--- config.mk ---
export PLATFORM = sky130hd
export DESIGN_NAME = mem_stage
export DESIGN_NICKNAME = d
export VERILOG_FILES = /design/src/rtl/mem_stage.sv
export SDC_FILE = /design/constraint.sdc
export NUM_CORES = 1
export LEC_CHECK = 0
export CORE_UTILIZATION = 33
export CTS_CLUSTER_SIZE = 12
export DETAILED_ROUTE_END_ITERATION = 10
export DONT_BUFFER_PORTS = 1
export PLACE_DENSITY = 0.52
export SYNTH_ARGS = -nofsm -noshare
export SYNTH_HDL_FRONTEND = slang
export SYNTH_SLANG_ARGS = --single-unit
--- constraint.sdc ---
create_clock -name clk -period 2.5 [get_ports clk]
set_input_delay 0.5 -clock clk [delete_from_list [all_inputs] [get_ports clk]]
set_output_delay 0.5 -clock clk [all_outputs]
set_load 0.02 [all_outputs]
--- src/rtl/mem_stage.sv ---
// Purpose : ARM pipeline memory stage; maps the ALU result onto an SRAM word address and runs a fixed-length SRAM load/store.
// Latency : a request seen at cycle 0 keeps o_Freeze high for cycles 0..WAIT_CYCLES; load data appears on o_Data_Memory from cycle WAIT_CYCLES+1.
// Backpressure: o_Freeze holds IF/ID/EXE and their pipeline registers until the access finishes; non-memory instructions never stall.
//
// Ports:
//   clk, reset                      - clock, synchronous active-high reset
//   i_Pc, i_Sig_*, i_ALU_Result,
//   i_Destination                   - EXE->MEM register contents, copied straight to the o_* pass-through outputs
//   i_Val_Rm                        - store data
//   i_Sram_Read_Data                - SRAM read bus
//   o_Data_Memory                   - last loaded word (registered)
//   o_Freeze                        - stall request to the upstream stages
//   o_Sram_Address/_Write_Data      - registered SRAM word address and store data
//   o_Sram_Write_Enable/_Output_Enable - SRAM write and read strobes
module mem_stage #(
    parameter int DATA_WIDTH   = 32,
    parameter int ADDR_WIDTH   = 17,
    parameter int BASE_ADDRESS = 1024,
    parameter int WAIT_CYCLES  = 5
) (
    input  logic                  clk,
    input  logic                  reset,
    input  logic [DATA_WIDTH-1:0] i_Pc,
    input  logic                  i_Sig_Write_Back_Enable,
    input  logic                  i_Sig_Memory_Read_Enable,
    input  logic                  i_Sig_Memory_Write_Enable,
    input  logic [DATA_WIDTH-1:0] i_ALU_Result,
    input  logic [DATA_WIDTH-1:0] i_Val_Rm,
    input  logic [3:0]            i_Destination,
    input  logic [DATA_WIDTH-1:0] i_Sram_Read_Data,
    output logic [DATA_WIDTH-1:0] o_Pc,
    output logic                  o_Sig_Write_Back_Enable,
    output logic                  o_Sig_Memory_Read_Enable,
    output logic [DATA_WIDTH-1:0] o_ALU_Result,
    output logic [3:0]            o_Destination,
    output logic [DATA_WIDTH-1:0] o_Data_Memory,
    output logic                  o_Freeze,
    output logic [ADDR_WIDTH-1:0] o_Sram_Address,
    output logic [DATA_WIDTH-1:0] o_Sram_Write_Data,
    output logic                  o_Sram_Write_Enable,
    output logic                  o_Sram_Output_Enable
);

    localparam int CNT_W = $clog2(WAIT_CYCLES + 1);
    localparam logic [CNT_W-1:0] LAST_COUNT = CNT_W'(WAIT_CYCLES - 1);

    typedef enum logic [1:0] {
        IDLE,
        ACCESS,
        DONE
    } state_t;

    state_t           state;
    logic [CNT_W-1:0] count;
    logic             access_is_write;
    logic             req;

    // Byte address relative to the SRAM window; out-of-window addresses simply wrap.
    logic [DATA_WIDTH-1:0] byte_offset;
    logic [ADDR_WIDTH-1:0] word_address;
    logic                  unused_offset_bits;

    assign req                = i_Sig_Memory_Read_Enable | i_Sig_Memory_Write_Enable;
    assign byte_offset        = i_ALU_Result - DATA_WIDTH'(BASE_ADDRESS);
    assign word_address       = byte_offset[ADDR_WIDTH+1:2];
    assign unused_offset_bits = ^{byte_offset[DATA_WIDTH-1:ADDR_WIDTH+2], byte_offset[1:0]};

    // Pass-through; mem_stage_reg does the registering.
    assign o_Pc                     = i_Pc;
    assign o_Sig_Write_Back_Enable  = i_Sig_Write_Back_Enable;
    assign o_Sig_Memory_Read_Enable = i_Sig_Memory_Read_Enable;
    assign o_ALU_Result             = i_ALU_Result;
    assign o_Destination            = i_Destination;

    // Stall starts combinationally on the request cycle and drops in DONE so the
    // pipeline advances on the DONE edge.
    assign o_Freeze = ~reset & (((state == IDLE) & req) | (state == ACCESS));

    always_ff @(posedge clk) begin
        if (reset) begin
            state                <= IDLE;
            count                <= '0;
            access_is_write      <= 1'b0;
            o_Data_Memory        <= '0;
            o_Sram_Address       <= '0;
            o_Sram_Write_Data    <= '0;
            o_Sram_Write_Enable  <= 1'b0;
            o_Sram_Output_Enable <= 1'b0;
        end else begin
            case (state)
                IDLE: begin
                    if (req) begin
                        // Write wins when both enables are set.
                        o_Sram_Address       <= word_address;
                        o_Sram_Write_Data    <= i_Val_Rm;
                        access_is_write      <= i_Sig_Memory_Write_Enable;
                        count                <= '0;
                        o_Sram_Write_Enable  <= i_Sig_Memory_Write_Enable;
                        o_Sram_Output_Enable <= ~i_Sig_Memory_Write_Enable;
                        state                <= ACCESS;
                    end
                end
                ACCESS: begin
                    count <= count + CNT_W'(1);
                    if (count == LAST_COUNT) begin
                        o_Sram_Write_Enable  <= 1'b0;
                        o_Sram_Output_Enable <= 1'b0;
                        if (!access_is_write) begin
                            o_Data_Memory <= i_Sram_Read_Data;
                        end
                        state <= DONE;
                    end
                end
                DONE: begin
                    // The stalled request is still on the inputs here; skipping
                    // IDLE for one cycle keeps it from starting a second access.
                    state <= IDLE;
                end
                default: begin
                    state <= IDLE;
                end
            endcase
        end
    end

endmodule

# After elaboration in Yosys (flattened, before gate mapping)
# Index checks and enable logic that the tools add are counted.
# Widths: inputs -> output; s select.
# totals
register_bits	89
in_bits	137
wordCells	38
out_inout_bits	154
# classes
reduce_logical	7
muxes	10
bitwise	7
eq_ne	4
add_sub_neg	2
# op_table
cell	count
$sub 19x11->19 const B	1
$pmux 3 s2	1
$reduce_and 2->1	3
$reduce_and 3->1	2
$mux 2	2
$pmux 1 s2	2
$pmux 2 s2	1
$add 3x1->3 const B	1
$eq 3x3->1 const B	1
$mux 1	3
$mux 3	1
$not 1->1	3
$and 1x1->1	2
$eq 2x1->1 const B	1
$logic_not 2->1	1
$ne 2x1->1 const B	1
$ne 2x2->1 const B	1
$or 1x1->1	2
$reduce_bool 2->1	1

# Depth between registers and ports, before layout
# logic_depth
word_depth	4
ltp_mapped	7
mapped_depth_nobuf	5

# Least setup slack after synthesis
# Ideal clock, no wire load.
# synth_timing
path_kind	input to register
from	input port i_ALU_Result[10]
to	register o_Sram_Address[16]
path_stages	5
slack_ps	522
path_buffers	0
setup_ps	91
arrival_ps	1887
t_required_ps	2409
cell_sequence	inv_1 -> ha_1 -> or4b_4 -> or4_1 -> a311oi_1
# synth_between
elab_chain_len	1
# synth_rtl
item	line_no	source
start: declaration	27	input logic [DATA_WIDTH-1:0] i_ALU_Result,
$sub 19x11->19	64	assign byte_offset = i_ALU_Result - DATA_WIDTH'(BASE_ADDRESS);
end signal: assignment	94	o_Sram_Address <= word_address;
end: declaration	38	output logic [ADDR_WIDTH-1:0] o_Sram_Address,
# No other way between the ends.
# A chain may end at the register's enable or synchronous reset.

# Worst setup path after layout
# layout_timing
from	register state[0]
to	output port o_Freeze
# layout_between
elab_chain_len	4
word_cells_on_any_way	5
# layout_rtl
item	line_no	source
start: declaration	53	state_t state;
start signal: assignment	81	state <= IDLE;
start signal: assignment	100	state <= ACCESS;
start signal: assignment	111	state <= DONE;
$logic_not 2->1	77	assign o_Freeze = ~reset & (((state == IDLE) & req) | (state == ACCESS));
$and 1x1->1	77	
$or 1x1->1 *	77	
$and 1x1->1 *	77	
end: declaration	37	output logic o_Freeze,
# Every way passes the cells marked *; elsewhere a longest branch is shown, timed or not.

==> results_dict.tcl <==
set metrics [dict create \
    drtIter0Drc 186 \
    dp.final_hpwl_um 6560 \
    place_congestion 0.690 \
    yosys_warnings 0 \
    gr-total-overflow 0 \
    cts_tree "done" \
    vias_per_cell 5.84 \
    path_buf_inv 1 \
    synthXorXnorAreaFrac 0.00218 \
    finalCritPeriodShare 0.705 \
    ctsResizeCount 0 \
    rows 39 \
    ant_nets 0 \
    setup_tns_ns 0 \
    power_density_nw_per_um2 857 \
    grt_pass1_wl_um 15700 \
    p_switching_w 0.000887 \
    dieArea_um2 12600 \
    synth.mux.area_fraction 0 \
    num_vias 3186 \
    postCtsSetupBuffers 0 \
    report.final.slew_viol_count 0 \
    slowest_stage "dfxtp_1" \
    drv_cap 0 \
    finalSetupViolCount 0 \
    synth-seq-cells 89 \
    min_period_ns 1.76 \
    cts_root_buffer "clkbuf_16" \
    fin_area_um2 3910 \
    antenna_found_initial 0 \
    ios 291 \
    status "finished clean" \
    final_cell_mix "a21oi_1, dfxtp_1, o21ai_0" \
    ys_seq_area_frac 0.443 \
    clkSinkCount 89 \
    dr.pass1.iters 4 \
    cts_max_level 3 \
    syn_to_final_growth_pct -2.68 \
    synthSimpleGateAreaFrac 0.129 \
    grt_pass1_vias 2954 \
    crit_chain "nand2b_1, a21oi_1, buf_4" \
    yosys.area_share.adder 0.00933 \
    grt_max_degree 91 \
    synth_top_family_by_area "compound AO/OA/AOI/OAI gates" \
    worstMarginPinSlew_ns 0.969 \
    syn_area_per_cell_um2 8.16 \
    fmax_ghz 0.568 \
    clkPwrFrac 0.449 \
    slew_headroom 0.353 \
    max_stage_delay_ns 0.45 \
    synth_cells 493 \
    die_x_um 112 \
    timing.hold.ws_ns 0.219 \
    syn-cell-area_um2 4020 \
    critPathRequiredTime_ns 2.00 \
    wire_per_inst_um 18.3 \
    crit_family "flip-flops" \
    initial_core_util 0.345 \
    clkTransAtPathRegs_ns 0.07 \
    io_buffers 0 \
    combinationalPowerShare 0.068 \
    core_area_um2 11700 \
    final_hold_viol_count 0 \
    arrival_ns 1.26 \
    clock_path_buffers 2 \
    n_antenna_cell 0 \
    insertion_delay_ns 0.34 \
    grt_util_all_layers 0.158 \
    seq_power_share 0.483 \
    worstSetupPathType "reg2out" \
    p_leak_nw 1.30 \
    end_kind "output pin" \
    synth_area_leaders "dfxtp_1, buf_4, a21oi_1" \
    yosys.cell_types.count 25 \
    crit_fanout 7 \
    p_int_w 0.00247 \
    fillers 1219 \
    fin_skew_ns 0.00530 \
    rsz0062_at_grt "no" \
    cp-start-kind "flop" \
    ctsHoldBuffers 0 \
    placedInstanceArea_um2 3580 \
    synth_fp_nets 633 \
    timing.hold.worst.class "in2reg" \
    synth_compound_area_frac 0.240 \
    wl_um 10000 \
    netSwitchingFraction 0.264 \
    drive_above_1_share 0.0769 \
    fin_nets 538 \
    netlist.area_leader.share 0.443 \
    die-height_um 112 \
    synth_top_cell_by_area "dfxtp_1" \
    ir_drop_mv 0.319 \
    cts_buffers 9 \
    remaining_drc_errors 0 \
]
==> logic make-up after synthesis <==
group | Yosys count
XOR/XNOR | 1
AND/OR/NAND/NOR | 98
buffers and inverters | 120
flip-flops | 89
adder cells (fa/ha/maj) | 3
AO/OA/AOI/OAI | 182
==> per-stage QoR <==
| stage | std cells | power (W) | worst slack, ns | util |
|---|---|---|---|---|
| 5_1_grt | 546 | 0.00350 | 0.613 | 0.336 |
| 3_5_place_dp | 530 | 0.00189 | 0.421 | 0.307 |
| 3_3_place_gp | 530 | 0.00188 | 0.492 | 0.307 |
| 6_report | 546 | 0.00335 | 0.738 | 0.336 |
| 4_1_cts | 546 | 0.00341 | 0.707 | 0.336 |
| 2_1_floorplan | 493 | 0.00200 | 0.522 | - |
==> metal layers <==
metal  GRT usage  share of wire  up-vias
li1            -              -     1486
met1       0.174           0.38     1483
met2       0.260           0.48      173
met3      0.0594          0.099       44
met4      0.0960          0.034        0
met5           0              0        -
==> Yosys cell counts <==
master and count:
a21oi_1 89, dfxtp_1 89, o21ai_0 75, nand3_1 72, buf_4 70, clkbuf_1 43
a311oi_1 6, inv_1 6, nand2_1 6, o211ai_1 5, nor2_1 4, o31ai_1 4
or2_2 4, a211oi_1 3, ha_1 3, or3_1 3, or4_1 3, and4b_1 1
buf_1 1, nand2b_1 1, nand3b_1 1, nand4b_1 1, nor2b_1 1, or4b_4 1
xnor2_1 1
==> worst paths after layout <==
check            from               endpoint  slack [ns]  depth (start not counted)
max reg2reg  state[1]     o_Sram_Address[16]        0.80                          3
min             reset  o_Sram_Write_Data[11]        0.22                          1
min reg2reg  count[0]               count[0]        0.51                          2
max          state[0]               o_Freeze        0.74                          3
==> final cells by class <==
cell class	count	area (um^2)	share of cell area
multi-input combinational	284	1540	0.393
inverter	6	22.5	0.00575
tap	143	179	0.0457
sequential	89	1780	0.455
clock buffer	9	225	0.0575
clock inverter	7	109	0.0278
timing repair buffer	8	60.1	0.0153
==> state kept, by name, summed over array words and instances (netlist names) <==
register and cells:
access_is_write 1, count 3, o_Data_Memory 32, o_Sram_Address 17, o_Sram_Output_Enable 1, o_Sram_Write_Data 32
o_Sram_Write_Enable 1, state 2
==> worst register-to-register path: cells and delay by family (launching register included) <==
| kind | cells | cell delay, ns |
|---|---|---|
| simple gates | 2 | 0.99 |
| flops | 1 | 0.38 |
| compound gates | 1 | 0.18 |
==> power by group through the flow <==
stage                     registers [W]  logic [W]  clock network, W
after floorplan                 0.00163   0.000365                 0
after global placement          0.00165   0.000224                 0
after detailed placement        0.00165   0.000232                 0
after CTS                       0.00162   0.000232           0.00155
after global routing            0.00163   0.000261           0.00161
final                           0.00162   0.000228           0.00150
(Power assumes the default switching activity.)
